[config.mk]
export PLATFORM = sky130hd
export DESIGN_NAME = reg_file
export DESIGN_NICKNAME = d
export VERILOG_FILES = /design/src/rtl/reg_file.sv
export SDC_FILE = /design/constraint.sdc
export NUM_CORES = 2
export LEC_CHECK = 0
export CAP_MARGIN = 20
export CORE_MARGIN = 2
export CORE_UTILIZATION = 50
export CTS_CLUSTER_DIAMETER = 60
export DETAILED_ROUTE_END_ITERATION = 8
export PLACE_DENSITY = 0.62
export SYNTH_ARGS = -nofsm -noshare
export SYNTH_HDL_FRONTEND = slang
export SYNTH_SLANG_ARGS = --single-unit
[constraint.sdc]
create_clock -name clk_in -period 5.2 [get_ports clk_in]
set_input_delay 0.78 -clock clk_in [delete_from_list [all_inputs] [get_ports clk_in]]
set_output_delay 0.78 -clock clk_in [all_outputs]
set_load 0.02 [all_outputs]
[src/rtl/reg_file.sv]
// Architectural register file with rename (busy/tag) status for the Tomasulo core.
// Commits from the ROB write values and retire matching renames. Issue records new
// renames. Two combinational read ports return either a committed value or the ROB
// tag that will produce it, with a same-cycle commit bypass.
module reg_file #(
  parameter int REG_NUM = 32,
  parameter int TAG_W   = 5,
  parameter int XLEN    = 32
) (
  input  logic             clk_in,
  input  logic             rst_n_in,
  input  logic             rdy_in,
  input  logic             clear,
  input  logic             en_commit,
  input  logic [TAG_W-1:0] commit_rob,
  input  logic [4:0]       commit_rd,
  input  logic [XLEN-1:0]  commit_val,
  input  logic             issue_in,
  input  logic [4:0]       issue_rd,
  input  logic [TAG_W-1:0] issue_rob,
  input  logic [4:0]       rs1_addr,
  output logic             rs1_busy,
  output logic [TAG_W-1:0] rs1_tag,
  output logic [XLEN-1:0]  rs1_val,
  input  logic [4:0]       rs2_addr,
  output logic             rs2_busy,
  output logic [TAG_W-1:0] rs2_tag,
  output logic [XLEN-1:0]  rs2_val
);

  typedef struct packed {
    logic             busy;
    logic [TAG_W-1:0] tag;
    logic [XLEN-1:0]  val;
  } rd_res_t;

  // Architectural state; entry 0 is held at zero and never written.
  logic [XLEN-1:0]  val_r      [REG_NUM];
  logic [TAG_W-1:0] tag_r      [REG_NUM];
  logic [REG_NUM-1:0] busy_r;

  logic [XLEN-1:0]  val_nxt_s  [REG_NUM];
  logic [TAG_W-1:0] tag_nxt_s  [REG_NUM];
  logic [REG_NUM-1:0] busy_nxt_s;

  rd_res_t rs1_res_s;
  rd_res_t rs2_res_s;

  // Resolve one operand: x0 is constant zero, a settled register returns its value,
  // a pending register whose producer commits this cycle is bypassed, else the tag.
  function automatic rd_res_t resolve_read(
    input logic             addr_zero,
    input logic             busy,
    input logic [TAG_W-1:0] tag,
    input logic [XLEN-1:0]  val,
    input logic             cmt_en,
    input logic [TAG_W-1:0] cmt_rob,
    input logic [XLEN-1:0]  cmt_val
  );
    rd_res_t res;
    res = '0;
    if (addr_zero) begin
      res = '0;
    end else if (!busy) begin
      res.val = val;
    end else if (cmt_en && (cmt_rob == tag)) begin
      res.val = cmt_val;
    end else begin
      res.busy = 1'b1;
      res.tag  = tag;
    end
    return res;
  endfunction

  // Next-state: commit writes value and retires a matching rename; clear drops all
  // renames; otherwise issue installs a new rename, overriding a same-edge commit.
  always_comb begin
    val_nxt_s  = val_r;
    tag_nxt_s  = tag_r;
    busy_nxt_s = busy_r;
    if (rdy_in) begin
      for (int i = 1; i < REG_NUM; i++) begin
        if (en_commit && (commit_rd == 5'(i))) begin
          val_nxt_s[i] = commit_val;
          if (busy_r[i] && (tag_r[i] == commit_rob)) begin
            busy_nxt_s[i] = 1'b0;
          end else begin
            busy_nxt_s[i] = busy_r[i];
          end
        end else begin
          val_nxt_s[i] = val_r[i];
        end
        if (clear) begin
          busy_nxt_s[i] = 1'b0;
          tag_nxt_s[i]  = {TAG_W{1'b0}};
        end else if (issue_in && (issue_rd == 5'(i))) begin
          busy_nxt_s[i] = 1'b1;
          tag_nxt_s[i]  = issue_rob;
        end else begin
          tag_nxt_s[i]  = tag_r[i];
        end
      end
    end else begin
      val_nxt_s  = val_r;
      tag_nxt_s  = tag_r;
      busy_nxt_s = busy_r;
    end
    val_nxt_s[0]  = {XLEN{1'b0}};
    tag_nxt_s[0]  = {TAG_W{1'b0}};
    busy_nxt_s[0] = 1'b0;
  end

  // State registers with asynchronous clear of every entry.
  always_ff @(posedge clk_in or negedge rst_n_in) begin
    if (!rst_n_in) begin
      for (int i = 0; i < REG_NUM; i++) begin
        val_r[i] <= {XLEN{1'b0}};
        tag_r[i] <= {TAG_W{1'b0}};
      end
      busy_r <= {REG_NUM{1'b0}};
    end else begin
      val_r  <= val_nxt_s;
      tag_r  <= tag_nxt_s;
      busy_r <= busy_nxt_s;
    end
  end

  // Operand read ports, zero latency; they see committed state, not this cycle's issue.
  always_comb begin
    rs1_res_s = resolve_read(rs1_addr == 5'd0, busy_r[rs1_addr], tag_r[rs1_addr],
                             val_r[rs1_addr], en_commit, commit_rob, commit_val);
    rs2_res_s = resolve_read(rs2_addr == 5'd0, busy_r[rs2_addr], tag_r[rs2_addr],
                             val_r[rs2_addr], en_commit, commit_rob, commit_val);
  end

  assign rs1_busy = rs1_res_s.busy;
  assign rs1_tag  = rs1_res_s.tag;
  assign rs1_val  = rs1_res_s.val;
  assign rs2_busy = rs2_res_s.busy;
  assign rs2_tag  = rs2_res_s.tag;
  assign rs2_val  = rs2_res_s.val;

endmodule
# Yosys cells after proc, flatten, opt, wreduce, memory -nomap -nowiden

Index checks and enable logic that the tools add are counted.

Magnitude comparators: 4
Multiplexer cells: 212
Bitwise logic cells: 2
Eq/ne operators: 95
Reduce and logical (&&, ||, !) cells: 283

Operator list:

| cell                                                        | count |
|---|---|
| 2-to-1 mux 5 bit                                            | 66 |
| binary-select mux 32 bit (select 5 bit)                     | 2 |
| 2-to-1 mux 32 bit                                           | 8 |
| nonzero test 3 bit                                          | 62 |
| equality test 5 bit                                         | 33 |
| equality test 5 bit (second input constant)                 | 32 |
| 2-to-1 mux 1 bit                                            | 126 |
| AND reduction 2 bit                                         | 62 |
| logical AND 1 bit                                           | 95 |
| AND reduction 3 bit                                         | 31 |
| equality test 5 x 4 -> 1 bit (second input constant)        | 16 |
| 2-to-1 mux 38 bit                                           | 2 |
| nonzero test 2 bit                                          | 31 |
| binary-select mux 5 bit (select 5 bit)                      | 2 |
| equality test 5 x 3 -> 1 bit (second input constant)        | 8 |
| 2-to-1 mux 6 bit                                            | 4 |
| equality test 5 x 2 -> 1 bit (second input constant)        | 4 |
| >= comparator 6 bit (second input constant)                 | 2 |
| less-than comparator 5 x 6 -> 1 bit (second input constant) | 2 |
| inverter 5 -> 6 bit                                         | 2 |
| binary-select mux 1 bit (select 5 bit)                      | 2 |
| equality test 5 x 1 -> 1 bit (second input constant)        | 2 |
| logical NOT 5 bit                                           | 2 |

Bits in registers: 1178
Output and inout bits: 76
Word-level logic and storage cells: 689

# Longest topological paths before layout

Word-level depth: 9
Depth in mapped cells: 14
Gate-level depth less buffers: 7

# Worst setup path before layout

No wires, ideal clock.

Path kind: input port to output port
Start: in rs2_addr[0]
End: out rs2_val[5]
Setup slack: 1.032 ns
Arrival time: 3.388 ns
Stages: 10
Data required time: 4.420 ns
Cell sequence: buf_6 > buf_6 > buf_6 > buf_6 > buf_1 > mux4_2 > mux4_2 > a21oi_1 > nor2_1 > a41o_1

Cells in the longest elaborated chain, start to end: 9
Elaborated cells between the ends (all ways): 15

RTL lines:

| item                                                | RTL line | text |
|---|---|---|
| from (decl)                                         | 25       | `input logic [4:0] rs2_addr,` |
| inverter 5 -> 6 bit (implied by the code)           | 132, 133 |  |
| binary-select mux 5 bit (select 5 bit)              | 132      | `rs2_res_s = resolve_read(rs2_addr == 5'd0, busy_r[rs2_addr], tag_r[rs2_addr],` |
| 2-to-1 mux 5 bit (implied by the code) (2 in a row) | 132      |  |
| equality test 5 bit                                 | 66       | `end else if (cmt_en && (cmt_rob == tag)) begin` |
| logical AND 1 bit                                   | 66       |  |
| 2-to-1 mux 32 bit                                   | 66       |  |
| 2-to-1 mux 32 bit                                   | 64       | `end else if (!busy) begin` |
| 2-to-1 mux 38 bit *                                 | 62       | `if (addr_zero) begin` |
| to (decl)                                           | 28       | `output logic [XLEN-1:0] rs2_val` |

Every way passes the cells marked *; elsewhere a longest branch is shown, timed or not. The select of a mux whose other input is x is not followed.

# Worst setup path in the final report

Start: in rs2_addr[3]
End: out rs2_val[3]

Same word-level chain as after synthesis.

==> results.md <==
Run status:
- The run finished with clean final reports.

GRT:
- The total grt overflow is 0.
- The number of antenna violations at the first check in global routing is 9.
- The total global-route track usage is 31.7%.
- The via count of the first global-routing pass is 45313.
- The first global-routing pass estimated 317000 um of wire.
- Entering global routing, the biggest net connects 144 pins.

Synthesis:
- The sequential area share after synthesis is 44.5%.
- The synthesized design spends more area on one cell type than any other, namely sky130_fd_sc_hd__dfrtp_1.
- The most used flip-flop cell after synthesis is sky130_fd_sc_hd__dfrtp_1.
- The number of nets handed over by synthesis was 4816.
- Of the post-synthesis cell area, the dominant cell type holds 44.5%.
- Yosys mapped a number of flops with a built-in enable equal to 0.
- For this run, asynchronously set or reset flops after synthesis account for 100%.
- During synthesis, Yosys emitted a total of 0 warnings.
- The netlist uses 77 different library cells.
- After synthesis the cells add up to 0.0663 sq mm.
- In this run, synthesis produced a sequential element count of 1178.
- The synthesized area per cell is 14.0 sq um.
- The cell count after synthesis came out at 4748.
- By area the synthesized netlist is led by sky130_fd_sc_hd__dfrtp_1 44%, sky130_fd_sc_hd__mux4_2 19%, sky130_fd_sc_hd__mux2_2 19%.

Timing:
- For the pin with the worst max-slew slack, the measured transition is 1180 ps.
- The max-slew violation total from the final report is 0.
- The number of hold violations in the final report is 0.
- The worst path needs 5020 ps of the cycle, external delays included.
- The final count of negative-setup-slack endpoints is 0.
- Dividing the final minimum period by the clock period gives 96.5%.
- Setup repair after global routing left no endpoint under its margin.
- Summed over all failing endpoints, the final setup total negative slack is 0 ps.
- In this run the tightest slew margin relative to its limit is 19.2%.
- The highest attainable clock frequency is 199 MHz.
- Hold timing on the final database bottoms out at a slack of 2.16 ps.
- The setup clock skew after layout is 25.7 ps.

Clock tree:
- TritonCTS built the clock tree.
- Clock latency on the worst-skew pair, taken at its later pin, is 780 ps.
- TritonCTS created 137 clock buffers.
- The clock root buffer master is sky130_fd_sc_hd__clkbuf_16.
- In this run the number of H-tree levels came out at 4.
- Buffers inserted to repair hold after CTS numbered 0.
- The tree built by TritonCTS fans out to 1178 sinks.
- The clock transition at the registers of the reported paths is 60 ps.
- The maximum clock path buffer count is 3.

Worst hold path:
- The worst hold path class is primary input to asynchronous set/reset pin.

Setup path:
- The worst setup path is of the primary input to output port kind.
- The critical path launch point type is a primary input.
- In this run the worst path has a maximum fanout of 11.
- For the worst flop-to-flop path, the logic depth is 5.
- STA puts the critical path data required time at 4420 ps.
- The kind of end point of the critical path is an output port.
- The reg-to-reg startpoint is tag_r[37].
- The reg-to-reg endpoint is busy_r[24].
- The data arrival time of the worst path is 4240 ps.
- The worst reg-to-reg setup slack is 3330 ps.

Drt:
- The detail-routed net length per standard cell is 32.3 um.
- The final routed DRC violation total is 0.
- Once detail routing completed, the nets flagged for antenna violations numbered 0.
- After the first detailed-routing iteration, the DRC count stood at 4281.
- The total via count in the routed design is 44537.
- Wires add up to 214000 um.
- Dividing the detail-routed via count by the number of cells gives 6.73.
- For this run, the detailed router's first-pass iteration total came to 6.

Placement:
- At the end of routability-driven placement, the weighted congestion stood at 0.947.
- The total of buffers placed on input and output ports is 143.
- Summed over all nets, the half-perimeter wirelength after detailed placement is 130000 um.

Pwr:
- The share of total power dissipated in sequential elements is 43.5%.
- For this design the total switching power over the nets is 7.13 mW.
- The total leakage power is 32.9 nW.
- The internal power of the cells is 18.9 mW.
- The maximum vdd drop is 0.000286 V.
- The power share of the clock group is 37.7%.
- In this run the power density over the cells is 346 mW/mm^2.
- Of the total power, the share spent switching nets is 27.4%.
- The share of total power in combinational logic is 18.7%.

Layout:
- In the final layout, the share of cells above drive strength 1 is 45.6%.
- The layout filler cell count is 10620.
- From synthesis to final layout, the design area changed by 13.3%.
- For this run, the post-layout net count is 4827.

Floorplan:
- The full die area is 0.135 sq mm.
- The initial cell density of the core is 50.4%.
- The count of standard-cell rows is 133.
- The number of top-level pins is 144.
- The die is 368 um tall.
- The floorplan step defined a core boundary enclosing 0.131 sq mm.
- The die span in x is 368 um.

Flow run:
- The max-capacitance violation count is 0.
## per-stage QoR
stage          setup slack [ps]  std cells  util, %  power, mW  cell area, sq um
2_1_floorplan              1030       4748        -       14.6             66300
3_3_place_gp               12.5       6364     53.5       16.1             70300
3_5_place_dp              -37.1       6364     53.5       16.3             70300
4_1_cts                    87.1       6608     56.9       26.1             74800
5_1_grt                    8.04       6619     57.1       27.0             75100
6_report                    181       6622     57.1       26.0             75100
## flip-flops by register name, indices dropped and copies added, names as in the netlist
name	count
tag_r	155
busy_r	31
val_r	992
## routing by layer
metal | vias to the layer above | GRT usage, % | wire, um
met5 | - | 0 | 13
met4 | 2 | 14.1 | 9990
met3 | 485 | 6.44 | 16100
met2 | 1862 | 48.8 | 99600
met1 | 23877 | 43.8 | 88100
li1 | 18311 | - | -
## worst max path at each step
stage | start | end | slack, ps | cells after the start
after floorplan | rs2_addr[0] | rs2_val[5] | 1030 | 10
after global placement | rs1_addr[0] | rs1_val[18] | 10 | 12
after detailed placement | rs1_addr[0] | rs1_val[18] | -40 | 11
after CTS | rs1_addr[0] | rs1_val[17] | 90 | 11
after global routing | rs2_addr[3] | rs2_val[16] | 8 | 11
final | rs2_addr[3] | rs2_val[3] | 180 | 11
## layout by cell type, fill, tap and decap left out, drive strengths merged, types with 9 or more instances in the layout
cell / instances
a211oi: 15
clkdlybuf4s50: 129
nand2b: 21
o21a: 12
a22oi: 9
nand2: 173
inv: 12
mux4: 568
nor3: 28
o221ai: 35
a22o: 33
dfrtp: 1178
a221oi: 10
nand4: 23
buf: 230
mux2i: 162
a41o: 32
xnor2: 79
a21oi: 62
clkbuf: 209
nand3: 40
mux2: 1134
nor4: 23
clkinv: 26
and3: 12
o22ai: 74
nor2: 143
nor2b: 29
xor2: 85
a221o: 34
o21ai: 170
## worst max-delay path, cell delays in order
cell                              delay, ps
sky130_fd_sc_hd__clkdlybuf4s50_1        410
sky130_fd_sc_hd__buf_4                  170
sky130_fd_sc_hd__buf_4                  180
sky130_fd_sc_hd__inv_6                  110
sky130_fd_sc_hd__buf_4                  320
sky130_fd_sc_hd__mux2i_1                160
sky130_fd_sc_hd__a2111oi_0             1050
sky130_fd_sc_hd__a21oi_1                170
sky130_fd_sc_hd__nor2_1                 160
sky130_fd_sc_hd__a41o_1                 120
sky130_fd_sc_hd__clkdlybuf4s50_1        600
## power groups by stage
stage / combinational (mW) / clock, mW / sequential [mW]
after detailed placement: 4.85 / 0 / 11.4
after global routing: 5.20 / 10.3 / 11.5
final: 4.87 / 9.81 / 11.3
after CTS: 4.87 / 9.96 / 11.3
after floorplan: 3.50 / 0 / 11.1
after global placement: 4.77 / 0 / 11.4
## synth_stat cells, drive strengths merged, types with 4 or more instances
cell type / instances
nor2: 143
nand2: 173
nor4: 23
nor3: 28
o221ai: 35
a31oi: 4
and3: 12
xor2: 85
a21oi: 62
o22a: 4
nor2b: 29
mux4: 568
nand3: 40
xnor2: 79
a221oi: 10
o21ai: 170
a41o: 32
o21a: 12
a22o: 33
nand2b: 21
and2: 4
a22oi: 9
mux2: 1134
a211oi: 15
buf: 170
o22ai: 74
mux2i: 162
nand4: 23
a2111oi: 5
dfrtp: 1178
a221o: 34
or2: 5
clkbuf: 322
inv: 5
a31o: 5
## layout make-up
type / instances / area (sq um) / share of cell area [%]
flip-flops and latches: 1178 / 29500 / 39.3
well taps: 1755 / 2200 / 2.92
multi-input cells: 3072 / 35000 / 46.6
clock inverters: 40 / 419 / 0.558
repair buffers: 364 / 3840 / 5.11
inverters: 6 / 27.5 / 0.0367
diodes: 3 / 7.51 / 0.0100
clock buffers: 204 / 4150 / 5.52
## cells by family after synthesis
group | count (synthesis) | synth area share, %
and+or+nand+nor | 518 | 3.66
buffers and inverters | 498 | 3.27
muxes | 1864 | 41.0
xor gates and xnor gates | 164 | 2.17
AOI/OAI and AO/OA | 526 | 5.42
DFF | 1178 | 44.5
## timing repair
action                                 4_1_cts  5_1_grt
endpoints found under the hold margin        0        0
setup endpoints to repair                    2       15
setup buffers                                0        0
cloned                                       0        0
gates resized for setup                      2        7
(Power assumes the default switching activity.)
